`src/rtl/fetch_sequencer.sv`:
```
// fetch_sequencer
//   Self-timed instruction fetch for the TinyMIPS multicycle datapath.
//   Issues BEATS = INSTR_W/DATA_W consecutive narrow reads starting at pc,
//   packs each beat into its lane of instr (little or big endian), then
//   pulses instr_valid for one cycle and advances pc by BEATS.
//
// Ports
//   clk, reset          clock, synchronous active-high reset
//   start               request one instruction fetch (held if stalled)
//   stall               freeze an in-progress fetch
//   flush               abort a fetch, pc unchanged
//   pc_load, pc_in      load pc (also aborts a fetch)
//   memdata, mem_valid  memory read data and its valid
//   mem_req, adr        memory read request and address
//   instr, instr_valid  assembled instruction and its one-cycle strobe
//   pc                  program counter
//   busy                high while fetching

// One DATA_W-wide lane of the instruction register.
module fetch_lane #(
    parameter int W = 8
) (
    input  logic         clk,
    input  logic         reset,
    input  logic         we,
    input  logic [W-1:0] d,
    output logic [W-1:0] q
);
    always_ff @(posedge clk) begin
        if (reset)   q <= '0;
        else if (we) q <= d;
    end
endmodule

module fetch_sequencer #(
    parameter int DATA_W     = 8,
    parameter int INSTR_W    = 32,
    parameter int ADDR_W     = 8,
    parameter int BIG_ENDIAN = 0
) (
    input  logic               clk,
    input  logic               reset,
    input  logic               start,
    input  logic               stall,
    input  logic               flush,
    input  logic               pc_load,
    input  logic [ADDR_W-1:0]  pc_in,
    input  logic [DATA_W-1:0]  memdata,
    input  logic               mem_valid,
    output logic               mem_req,
    output logic [ADDR_W-1:0]  adr,
    output logic [INSTR_W-1:0] instr,
    output logic               instr_valid,
    output logic [ADDR_W-1:0]  pc,
    output logic               busy
);
    localparam int BEATS = INSTR_W / DATA_W;
    localparam int BW    = (BEATS > 2) ? $clog2(BEATS) : 1;
    localparam logic [BW-1:0] LAST = BW'(BEATS - 1);

    generate
        if ((INSTR_W % DATA_W) != 0 || (INSTR_W / DATA_W) < 2) begin : g_bad_params
            $error("fetch_sequencer: INSTR_W must be a multiple of DATA_W with at least 2 beats");
        end
    endgenerate

    typedef enum logic [1:0] {IDLE, FETCH, DONE} state_t;

    state_t          state;
    logic [BW-1:0]   beat;
    logic            accept;
    logic [BEATS-1:0]             lane_we;
    logic [BEATS-1:0][DATA_W-1:0] lanes;

    // A beat lands only when nothing of higher priority claims this edge.
    assign accept  = (state == FETCH) && mem_valid && !stall && !pc_load && !flush;
    assign mem_req = (state == FETCH) && !stall;
    assign adr     = pc + ADDR_W'(beat);
    assign instr   = lanes;

    generate
        for (genvar i = 0; i < BEATS; i++) begin : g_lane
            // Beat index that fills lane i.
            localparam int LB = (BIG_ENDIAN != 0) ? (BEATS - 1 - i) : i;
            assign lane_we[i] = accept && (beat == BW'(LB));
            fetch_lane #(.W(DATA_W)) u_lane (
                .clk   (clk),
                .reset (reset),
                .we    (lane_we[i]),
                .d     (memdata),
                .q     (lanes[i])
            );
        end
    endgenerate

    always_ff @(posedge clk) begin
        if (reset) begin
            state       <= IDLE;
            beat        <= '0;
            pc          <= '0;
            instr_valid <= 1'b0;
            busy        <= 1'b0;
        end else begin
            instr_valid <= 1'b0;
            if (pc_load || flush) begin
                if (pc_load) pc <= pc_in;
                state <= IDLE;
                beat  <= '0;
                busy  <= 1'b0;
            end else begin
                case (state)
                    IDLE: begin
                        if (start && !stall) begin
                            state <= FETCH;
                            beat  <= '0;
                            busy  <= 1'b1;
                        end
                    end
                    FETCH: begin
                        if (mem_valid && !stall) begin
                            if (beat == LAST) begin
                                state       <= DONE;
                                beat        <= '0;
                                pc          <= pc + ADDR_W'(BEATS);
                                instr_valid <= 1'b1;
                                busy        <= 1'b0;
                            end else begin
                                beat <= beat + 1'b1;
                            end
                        end
                    end
                    DONE: begin
                        if (start && !stall) begin
                            state <= FETCH;
                            beat  <= '0;
                            busy  <= 1'b1;
                        end else begin
                            state <= IDLE;
                        end
                    end
                    default: begin
                        state <= IDLE;
                        beat  <= '0;
                        busy  <= 1'b0;
                    end
                endcase
            end
        end
    end
endmodule

```
`config.mk`:
```
export PLATFORM = sky130hd
export DESIGN_NAME = fetch_sequencer
export DESIGN_NICKNAME = d
export VERILOG_FILES = /design/src/rtl/fetch_sequencer.sv
export SDC_FILE = /design/constraint.sdc
export NUM_CORES = 1
export LEC_CHECK = 0
export CAP_MARGIN = 20
export CORE_MARGIN = 3
export CORE_UTILIZATION = 44
export DETAILED_ROUTE_END_ITERATION = 7
export PLACE_DENSITY = 0.79
export SLEW_MARGIN = 20
export SYNTH_ARGS = -nofsm -noshare
export SYNTH_HDL_FRONTEND = slang
export SYNTH_SLANG_ARGS = --single-unit
```
`constraint.sdc`:
```
create_clock -name clk -period 2.19 [get_ports clk]
set_input_delay 0.438 -clock clk [delete_from_list [all_inputs] [get_ports clk]]
set_output_delay 0.438 -clock clk [all_outputs]
set_load 0.05 [all_outputs]
```
**Word-level counts from Yosys, hierarchy flattened**

Index checks and enable logic that the tools add are counted.

- ROM bits: 0
- Output and inout bits: 51
- Bits in latches: 0
- Memories: 0
- Bits in registers: 46
- Logic and storage cells: 70
- Bits of input ports: 23
- Bits in writable memories: 0

- Eq/ne operators: 10
- Multiplexer cells: 19
- Reduce and logical (&&, ||, !) cells: 27
- Multipliers: 0
- Add/subtract/negate cells: 3
- Bitwise gates (word level): 2
- Shift operators: 0
- $lt $le $gt $ge: 0
- Div/mod/pow operators: 0

Operators by type and width:

| kind | number |
|---|---|
| $mux W8 | 5 |
| $mux W2 | 6 |
| $logic_and A1 B1 Y1 | 11 |
| $add A8 B2 Y8 | 1 |
| $add A8 B3 Y8 const B | 1 |
| $eq A2 B2 Y1 const B | 3 |
| $ne A2 B1 Y1 const B | 3 |
| $pmux W2 S3 | 1 |
| $reduce_and A3 Y1 | 2 |
| $reduce_bool A2 Y1 | 3 |
| $mux W1 | 5 |
| $eq A2 B1 Y1 const B | 2 |
| $logic_not A2 Y1 | 2 |
| $ne A2 B2 Y1 const B | 2 |
| $pmux W2 S2 | 1 |
| $reduce_and A4 Y1 | 1 |
| $reduce_or A2 Y1 | 2 |
| $reduce_or A4 Y1 | 1 |
| $logic_not A1 Y1 | 3 |
| $add A2 B1 Y2 const B | 1 |
| $not A1 Y1 | 2 |
| $pmux W1 S2 | 1 |
| $reduce_and A2 Y1 | 1 |
| $logic_or A1 B1 Y1 | 1 |

**Depth between registers and ports, before layout**

Gate-level depths: netlist of the first run.

- Word-level depth: 6
- Gate-level depth with buffers: 6
- Depth with buffers taken out: 5

**Cells and area by module**

A second synthesis of the first run with hierarchy kept.

- Cells, all modules: 214
- Area, all modules: 2075.7 um2

Modules (own cells, without submodules):

| module | instances | sequential area each (um2) | cells an instance | area an instance (um2) |
|---|---|---|---|---|
| fetch_lane | 4 | 160.2 | 26 | 285.3 |
| fetch_sequencer | 1 | 280.3 | 110 | 934.6 |

**Least setup slack after synthesis of the first run**

No wires, ideal clock.

- Path kind: reg2out
- Start: register pc[0]
- End: output port adr[6]
- Path slack: -622 ps
- Cell stages (with the launch flop): 6
- Required time: 1752 ps
- Buffers on the path: 0
- Arrival time: 2374 ps
- Path through: dfxtp_1 ha_1 inv_1 fa_1 nand4b_1 xnor2_1

- Word-level cells in the longest chain between the ends: 1

RTL lines:

| what | RTL line | text |
|---|---|---|
| start, declared | 54 | `output logic [ADDR_W-1:0] pc,` |
| start signal, assigned | 106 | `if (pc_load) pc <= pc_in;` |
| start signal, assigned | 124 | `pc <= pc + ADDR_W'(BEATS);` |
| $add A8 B2 Y8 | 78 | `assign adr = pc + ADDR_W'(beat);` |
| end, declared | 51 | `output logic [ADDR_W-1:0] adr,` |

No other way between the ends.

**Final worst setup path of the first run**

- Start: register beat[0]
- End: output port adr[6]

- Word-level cells in the longest chain between the ends: 1

RTL lines:

| what | RTL line | text |
|---|---|---|
| start, declared | 70 | `logic [BW-1:0] beat;` |
| start signal, assigned | 128 | `beat <= beat + 1'b1;` |
| $add A8 B2 Y8 | 78 |  |

No other way between the ends.

==> results of run 1 <==
[layer usage]
layer  wire length [µm]  up-vias  part of all wire (%)  global-route usage, %
met5                  0        -                     0                      0
met4                 20        0                  0.39                  4.941
met3                497        2                   9.6                  8.011
met2               2288       57                    44                  29.85
met1               2372      816                    46                  24.73
li1                   -      876                     -                      -
[logic make-up (layout without fill, tap and decap cells)]
family | count (synthesis) | in the layout | share of synthesized area (%)
AO/OA/AOI/OAI | 22 | 22 | 7.637
XOR/XNOR | 8 | 8 | 3.368
adder cells (fa/ha/maj) | 8 | 8 | 5.171
buffers and inverters | 19 | 97 | 4.269
flip-flops | 46 | 46 | 44.26
multiplexers | 35 | 35 | 16.84
AND/OR/NAND/NOR | 75 | 75 | 18.46
[final timing paths]
path	start	to	slack (ps)	cells past startpoint
min	g_lane[3].u_lane.q[4]	g_lane[3].u_lane.q[4]	500	2
max	beat[0]	adr[6]	-100	6
min reg2reg	g_lane[3].u_lane.q[4]	g_lane[3].u_lane.q[4]	500	2
max reg2reg	beat[0]	pc[3]	480	6
[stage by stage]
stage | TNS (ps) | hold slack, ps | total power, W | instances | util [%]
floorplan | -137.3 | 467.6 | 0.001022 | 213 | -
global placement | 0 | 474.2 | 0.001141 | 334 | 67.56
detailed placement | 0 | 488.2 | 0.001144 | 334 | 67.56
CTS | -299.2 | 511.4 | 0.001656 | 343 | 70.22
global route | -617.3 | 534.6 | 0.001709 | 343 | 70.25
finish | -107.7 | 502.0 | 0.001644 | 343 | 70.25
[sequential cells by signal, indices dropped and copies added (netlist names)]
name and flops:
beat 2, busy 1, g_lane.u_lane.q 32, instr_valid 1, pc 8, state 2
[layout by cell type (no fill, tap or decap), types with 5 or more instances in the layout]
cell type | synthesis | final
mux2i_1 | 35 | 35
a21oi_1 | 5 | 5
ha_1 | 7 | 6
clkbuf_8 | 0 | 5
nor2_1 | 42 | 42
dfxtp_1 | 46 | 38
inv_1 | 8 | 7
clkdlybuf4s50_1 | 0 | 64
nand2_1 | 6 | 6
buf_12 | 0 | 8
dfxtp_2 | 0 | 8
nand2b_1 | 6 | 6
buf_4 | 2 | 9
[worst max-delay path: stages, from the launching register on]
cell	delay, ps
dfxtp_2	360
ha_4	140
inv_2	30
fa_2	360
nand4b_1	300
xnor2_4	220
buf_12	150
[final cells by class]
class / instances / area, µm²
Inverter: 8 / 30.03
Tap cell: 52 / 65.06
Sequential cell: 46 / 930.9
Multi-Input combinational cell: 148 / 1159
Clock buffer: 5 / 68.82
Fill cell: 335 / 1331
Clock inverter: 3 / 21.27
Timing Repair Buffer: 81 / 868.3
[cell usage after synthesis, drive strengths merged]
cell,n
and2b,2
fa,1
clkbuf,7
nand4,1
nand3b,2
dfxtp,46
nor3,4
o41ai,1
mux2i,35
nand3,6
nor2,43
buf,4
o21ai,4
a22oi,1
nand4b,1
or4,1
a21boi,1
o22ai,1
or3,1
o31ai,2
ha,7
a211oi,2
a21oi,6
nand2b,6
and4bb,1
and3b,1
xor2,2
a311oi,1
a221oi,1
nand2,6
o31a,1
xnor2,6
a22o,1
inv,8
[power groups by stage]
stage | Clock [W] | Combinational, W | Sequential, W
after global placement | 0 | 0.000255 | 0.000886
final | 0.000517 | 0.000260 | 0.000867
after CTS | 0.000528 | 0.000261 | 0.000867
after detailed placement | 0 | 0.000258 | 0.000886
after floorplan | 0 | 0.000107 | 0.000915
after global routing | 0.000567 | 0.000273 | 0.000869
[what timing repair did]
action,CTS,global route
setup buffers,1,0
gates resized for setup,6,1
pin swaps,3,2
endpoints found under the setup margin,4,6
==> reports/results.ini, run 1 <==
[outcome]
outcome=finished, violations left
violations=negative setup slack

[logic_synthesis]
ys_seq_area_share_pct=44.26
ys_types=41
post_synth.cell_area_avg_um2=9.769
postSynthCellCount=213
netlist_area_um2=2081
synth_top_area_share_pct=44.26
ys_ff_latch=46
syn_nets=244
synth_area_leaders=dfxtp_1 (44%), mux2i_1 (17%), nor2_1 (7.6%)
synth_warnings=0
synth_largest_area_cell=dfxtp_1

[clocking]
cts_tree=done
root_buffer=clkbuf_8
clk_path_buf_depth=2
htreeDepth=2
cts_hold_buffers=0
numCtsBuffers=5
clk_pin_slew_ps=90
clock_sinks=46
clk_latency_ps=300

[power_and_ir_drop]
leakagePower_nw=1.396
p_int_w=0.001191
seqPwrFrac_pct=52.7
power.clock.fraction_pct=31.5
netSwitchingFraction_pct=27.56
switchingPower_w=0.0004531
p_per_area_nw_per_um2=523.2
ir_drop_v=0.0003405
power_frac_comb_pct=15.8

[worst_setup_path]
cp.arrival_ps=1850
crit_path_end_kind=output pin
timing_worst_setup_path_type=reg -> out
required_ps=1750
cp_max_fo=3
cp-start-kind=flop

[routing]
wire_per_inst_um=15.10
routed_wl_mm=5.179
ant_nets=0
dr.first_iter.drc_count=82
viasPerCell=5.105
route.detailed.drc=0
dr.pass1.iters=4
routed-via-count=1751

[global_route]
grt_pass1_wl_mm=8.114
antenna_found_initial=0
grt_max_degree=42
grt_overflow_total=0
track_usage_pct=19.17
grt_pass1_vias=1674

[timing]
tightestPinTransition_ps=543.8
hold_violations=0
relSlewSlack_pct=63.63
setup_viol=2
setup_ws_ps=-102.5
final.period_utilization_pct=104.7
clock.fmax_mhz=436.2
drv_slew=0
clock_skew_ps=8.561
rsz0062_at_grt=true
finalCriticalPeriod_ps=2292

[die]
io_pins=74
dieArea_um2=5590
die_y_um=74.77
die_w_um=74.77
core_um2=4474
fp-row-count=24
initial_core_util_pct=46.50

[placed_design]
dpl_cell_area_um2=3023
routabilityCongestion=0.7426
io_buffers=73
pre_cts_ws_ps=8.489
dp_hpwl_mm=3.768

[cells_and_area]
drive_above_1_share_pct=17.87
design_area_um2=3143
final_nets=321
diodes=0
syn2layout_area_growth_pct=51.05

[worst_hold_path]
hold_class=reg -> reg

[run]
drv_cap=0

(Power assumes the default switching activity.)
==> inputs of run 2 (changes only) <==
Settings changed: CORE_MARGIN 3 to default, HOLD_SLACK_MARGIN from default to 0.05.
==> run 2 against run 1 <==
- the flow finishes with violations (design-rule violations, negative setup slack)
- die area is 10% lower
- wire length is 2.5% lower
- final cell count is 0.29% higher
- clock power is 4.4% lower
- sequential share of layout area is 0.18 points lower
- count of clock-buffer cells in the layout is 1 higher
- critical path type unchanged
- largest power group unchanged
- highest routed layer unchanged
==> reports/results.ini, run 2 (synthesized netlist as in run 1, its figures left out) <==
[global_route]
grt_pass1_vias=1782
grt_pass1_wl_mm=8.576
grt_overflow_total=0
track_usage_pct=21.75
antenna_found_initial=0
grt_max_degree=42

[timing]
fin_tns_setup_ps=-253.3
clock_skew_ps=5.124
clock.fmax_mhz=431.0
final.period_utilization_pct=106.0
drv_slew=0
setup_viol=4
hold_violations=0
setup_ws_ps=-130.3
tightestPinTransition_ps=530.0
relSlewSlack_pct=64.56
rsz0062_at_grt=true
finalCriticalPeriod_ps=2320

[clocking]
clk_pin_slew_ps=80
clock_sinks=46
clk_path_buf_depth=2
clk_latency_ps=290
root_buffer=clkbuf_8
cts_tree=done
numCtsBuffers=5
htreeDepth=2

[power_and_ir_drop]
leakagePower_nw=1.400
p_per_area_nw_per_um2=513.1
ir_drop_v=0.0004107
total_power_w=0.001622

[routing]
routed-via-count=1780
wl_met3_um=405
dr.pass1.iters=6
ant_nets=0
drt-met1-wl_mm=2.246
top_layer_used=met4
routed_wl_mm=5.051
dr.first_iter.drc_count=125
wl_met2_mm=2.356
route.detailed.drc=12
viasPerCell=5.174
wire_per_inst_um=14.68

[cells_and_area]
final_nets=323
final_util_pct=71.14
layout_common_cells=clkdlybuf4s50_1 (64), nor2_1 (42), dfxtp_1 (38), mux2i_1 (35), buf_4 (11)
largest_register_ffs=32
syn2layout_area_growth_pct=51.95
layout_commonest_cell=clkdlybuf4s50_1
drive_above_1_share_pct=18.15
top_regs=g_lane.u_lane.q (32), pc (8)
largest-register=g_lane.u_lane.q
diodes=0

[worst_setup_path]
cp-startpoint=beat[0]
max_stage_delay_ps=360
reg2reg_from=beat[0]
worst-path-stages=6
required_ps=1750
timing_worst_setup_path_type=reg -> out
r2r-end=pc[3]
critPathBufInv=2
cp_max_fo=2
critical-path-top-delay-family=adder cells
crit_chain=ha_4 -> inv_2 -> fa_2 -> nand4b_1 -> xnor2_4 -> buf_12
critPathSlowestCell=dfxtp_2
r2r_setup_slack_ps=530
cp.arrival_ps=1880
crit_path_end_kind=output pin
worst-r2r-cell-count=6
cp-start-kind=flop

[outcome]
outcome=finished, violations left
violations=design-rule violations, negative setup slack

[run]
drv_cap=0

[die]
die_y_um=70.77
fp-row-count=24
initial_core_util_pct=46.82
io_pins=74
die_w_um=70.77
dieArea_um2=5008
core_um2=4444

[worst_hold_path]
holdPathStages=2
hold_class=reg -> reg
hp-start=g_lane[3].u_lane.q[2]
worst_hold_path.endpoint=g_lane[3].u_lane.q[2]

[placed_design]
dp_hpwl_mm=3.629
routabilityCongestion=0.8103
io_buffers=73

## run 2: what timing repair did
item,in CTS,in global routing
pin swaps,3,2
hold buffers,0,0
buffers inserted,2,0
gates resized for setup,7,2
setup endpoints to repair,5,6
## run 2: worst register-to-register path: cells and delay by family (launching register included)
kind / cells / cell delay, ps
AOI/OAI and AO/OA: 2 / 570
DFF: 1 / 360
and+or+nand+nor: 2 / 280
adders and majority gates: 1 / 240
buffers and inverters: 1 / 130
## run 2: routing by layer
layer	up-vias	GRT usage (%)
met5	-	0
met4	0	6.667
met1	836	27.74
met2	59	35.47
met3	5	6.695
li1	880	-
## run 2: metrics by stage
step	cells	area (µm²)	hold slack (ps)	setup WS [ps]
floorplan	213	2156	467.6	-108.0
global placement	335	3030	472.9	80.54
detailed placement	335	3030	488.3	60.93
CTS	344	3154	509.8	-211.0
global route	344	3162	543.6	-184.2
finish	344	3162	504.2	-130.3
## run 2: worst max path at each step
stage	slack [ps]	to
floorplan	-110	adr[6]
global placement	80	adr[6]
detailed placement	60	adr[6]
CTS	-210	adr[6]
global route	-180	adr[6]
finish	-130	adr[6]
## run 2: final cells by class
class / instances / area [µm²]
multi-input cells: 148 / 1172
well taps: 52 / 65.06
inverters: 8 / 30.03
clock buffers: 6 / 72.57
flip-flops and latches: 46 / 930.9
repair buffers: 83 / 883.3
fillers: 344 / 1282
clock inverters: 1 / 7.507
## run 2: power by group
part	switching (W)	total [W]	internal [W]
Clock	0.000275	0.000494	0.000219
Sequential	0.0000203	0.000868	0.000847
Combinational	0.000139	0.000261	0.000122
==> inputs of run 3 (changes only) <==
Settings changed: CORE_MARGIN from default to 2.
==> run 3 against run 2 <==
- the flow finishes with violations (negative setup slack)
- count of clock-buffer cells in the layout decreased by 1
- via count shrank 0.34%
- register-to-register slack gained 30 ps
- flip-flop and latch count unchanged
- hold slack improved by 1.9 ps
- clock skew hardly changed
- worst setup slack worse by 11 ps
- wire length shrank 0.89%
- power grew 2.5%
- first-iteration DRC count decreased by 30%
- core utilization down 3.3 points
- fmax is 0.47% lower
- critical path type unchanged
- highest routed layer unchanged
==> reports/results.ini, run 3 (synthesized netlist as in run 1, its figures left out) <==
[die]
core_um2=4629
fp-row-count=25
die_y_um=72.77
io_pins=74
initial_core_util_pct=44.95
dieArea_um2=5295
die_w_um=72.77

[worst_hold_path]
hp-start=g_lane[1].u_lane.q[3]
hold_class=reg -> reg

[timing]
rsz0062_at_grt=true
final.period_utilization_pct=106.5
relSlewSlack_pct=63.51
fin_tns_setup_ps=-170.7
hold_violations=0
finalCriticalPeriod_ps=2331
setup_viol=2
drv_slew=0
whs_ps=506.1
clock.fmax_mhz=428.9
setup_ws_ps=-141.3
clock_skew_ps=4.859
tightestPinTransition_ps=545.6

[routing]
dr.first_iter.drc_count=88
wire_per_inst_um=14.55
viasPerCell=5.157
drt-met1-wl_mm=2.216
wl_met2_mm=2.258
dr.pass1.iters=4
top_layer_used=met4
routed-via-count=1774
routed_wl_mm=5.006
ant_nets=0
wl_met3_um=474
route.detailed.drc=0

[cells_and_area]
top_regs=g_lane.u_lane.q (32), pc (8)
syn2layout_area_growth_pct=50.99
final_util_pct=67.86
diodes=0
final_cells=344
largest-register=g_lane.u_lane.q
layout_common_cells=clkdlybuf4s50_1 (64), nor2_1 (42), dfxtp_1 (38), mux2i_1 (35)
final_nets=320
largest_register_ffs=32
drive_above_1_share_pct=17.59
layout_commonest_cell=clkdlybuf4s50_1

[power_and_ir_drop]
total_power_w=0.001663
leakagePower_nw=1.391
power.clock.fraction_pct=32.4
power_frac_comb_pct=15.4
p_per_area_nw_per_um2=529.3
netSwitchingFraction_pct=28.06
switchingPower_w=0.0004666
p_int_w=0.001196
ir_drop_v=0.0003553
seqPwrFrac_pct=52.1

[clocking]
cts_setup_buffers=0
clk_path_buf_depth=2
htreeDepth=2
clock_sinks=46
numCtsBuffers=5
cts_hold_buffers=0
clk_pin_slew_ps=90
root_buffer=clkbuf_8
clk_latency_ps=300
cts_tree=done

[global_route]
grt_pass1_vias=1641
track_usage_pct=19.43
grt_overflow_total=0
grt_max_degree=42
grt_pass1_wl_mm=7.997
antenna_found_initial=0

[placed_design]
dp.cells=336
dp_hpwl_mm=3.726
routabilityCongestion=0.7811
io_buffers=73

[worst_setup_path]
reg2reg_from=beat[0]
required_ps=1750
cp-startpoint=pc[0]
crit_path_end_kind=output pin
cp.arrival_ps=1890
timing_worst_setup_path_type=reg -> out
cp_max_fo=3
cp-start-kind=flop

[outcome]
outcome=finished, violations left
violations=negative setup slack

[run]
drv_cap=0

==> run 3: changes by cell type in the layout (fill, tap and decap cells not counted), sizes merged <==
| cell | delta |
|---|---|
| buf | -3 |
| clkbuf | -1 |
| clkinv | +1 |
| inv | +1 |
==> run 3: final timing paths <==
check / endpoint / slack (ps) / cells past startpoint
worst min register to register: g_lane[1].u_lane.q[3] / 510 / 2
worst max register to register: pc[3] / 560 / 6
worst max-delay path: adr[6] / -140 / 6
worst min-delay path: g_lane[1].u_lane.q[3] / 510 / 2
==> run 3: stage by stage <==
stage / area [µm²] / setup slack, ps
floorplan: 2156 / -108.0
global placement: 3025 / 78.47
detailed placement: 3025 / 39.03
CTS: 3142 / -190.5
global route: 3142 / -224.8
finish: 3142 / -141.3
==> run 3: final cells by class <==
| class | count | area, µm² |
|---|---|---|
| flip-flops and latches | 46 | 930.9 |
| multi-input cells | 148 | 1159 |
| repair buffers | 80 | 860.8 |
| fillers | 377 | 1488 |
| clock buffers | 5 | 68.82 |
| clock inverters | 3 | 25.02 |
| inverters | 8 | 30.03 |
| well taps | 54 | 67.56 |
==> run 3: what timing repair did <==
item / in CTS / in global routing
resized for setup: 7 / 0
setup endpoints to repair: 6 / 5
pin swaps: 1 / 1
==> run 3: layer usage <==
metal	global-route usage (%)	vias to the layer above
li1	-	877
met2	30.00	64
met3	8.011	7
met1	24.74	826
met5	0	-
met4	6.173	0
==> run 3: power by group through the flow <==
stage	clock network, W	logic (W)	registers, W
after CTS	0.000555	0.000258	0.000867
after global routing	0.000594	0.000272	0.000869
after floorplan	0	0.000107	0.000915
after global placement	0	0.000254	0.000885
final	0.000539	0.000257	0.000867
after detailed placement	0	0.000256	0.000886
==> run 3: critical path, cell delays in order (launching register included) <==
cell and delay, ps:
dfxtp_2 370, ha_4 150, inv_2 30, fa_2 370
nand4b_1 300, xnor2_4 220, buf_12 150
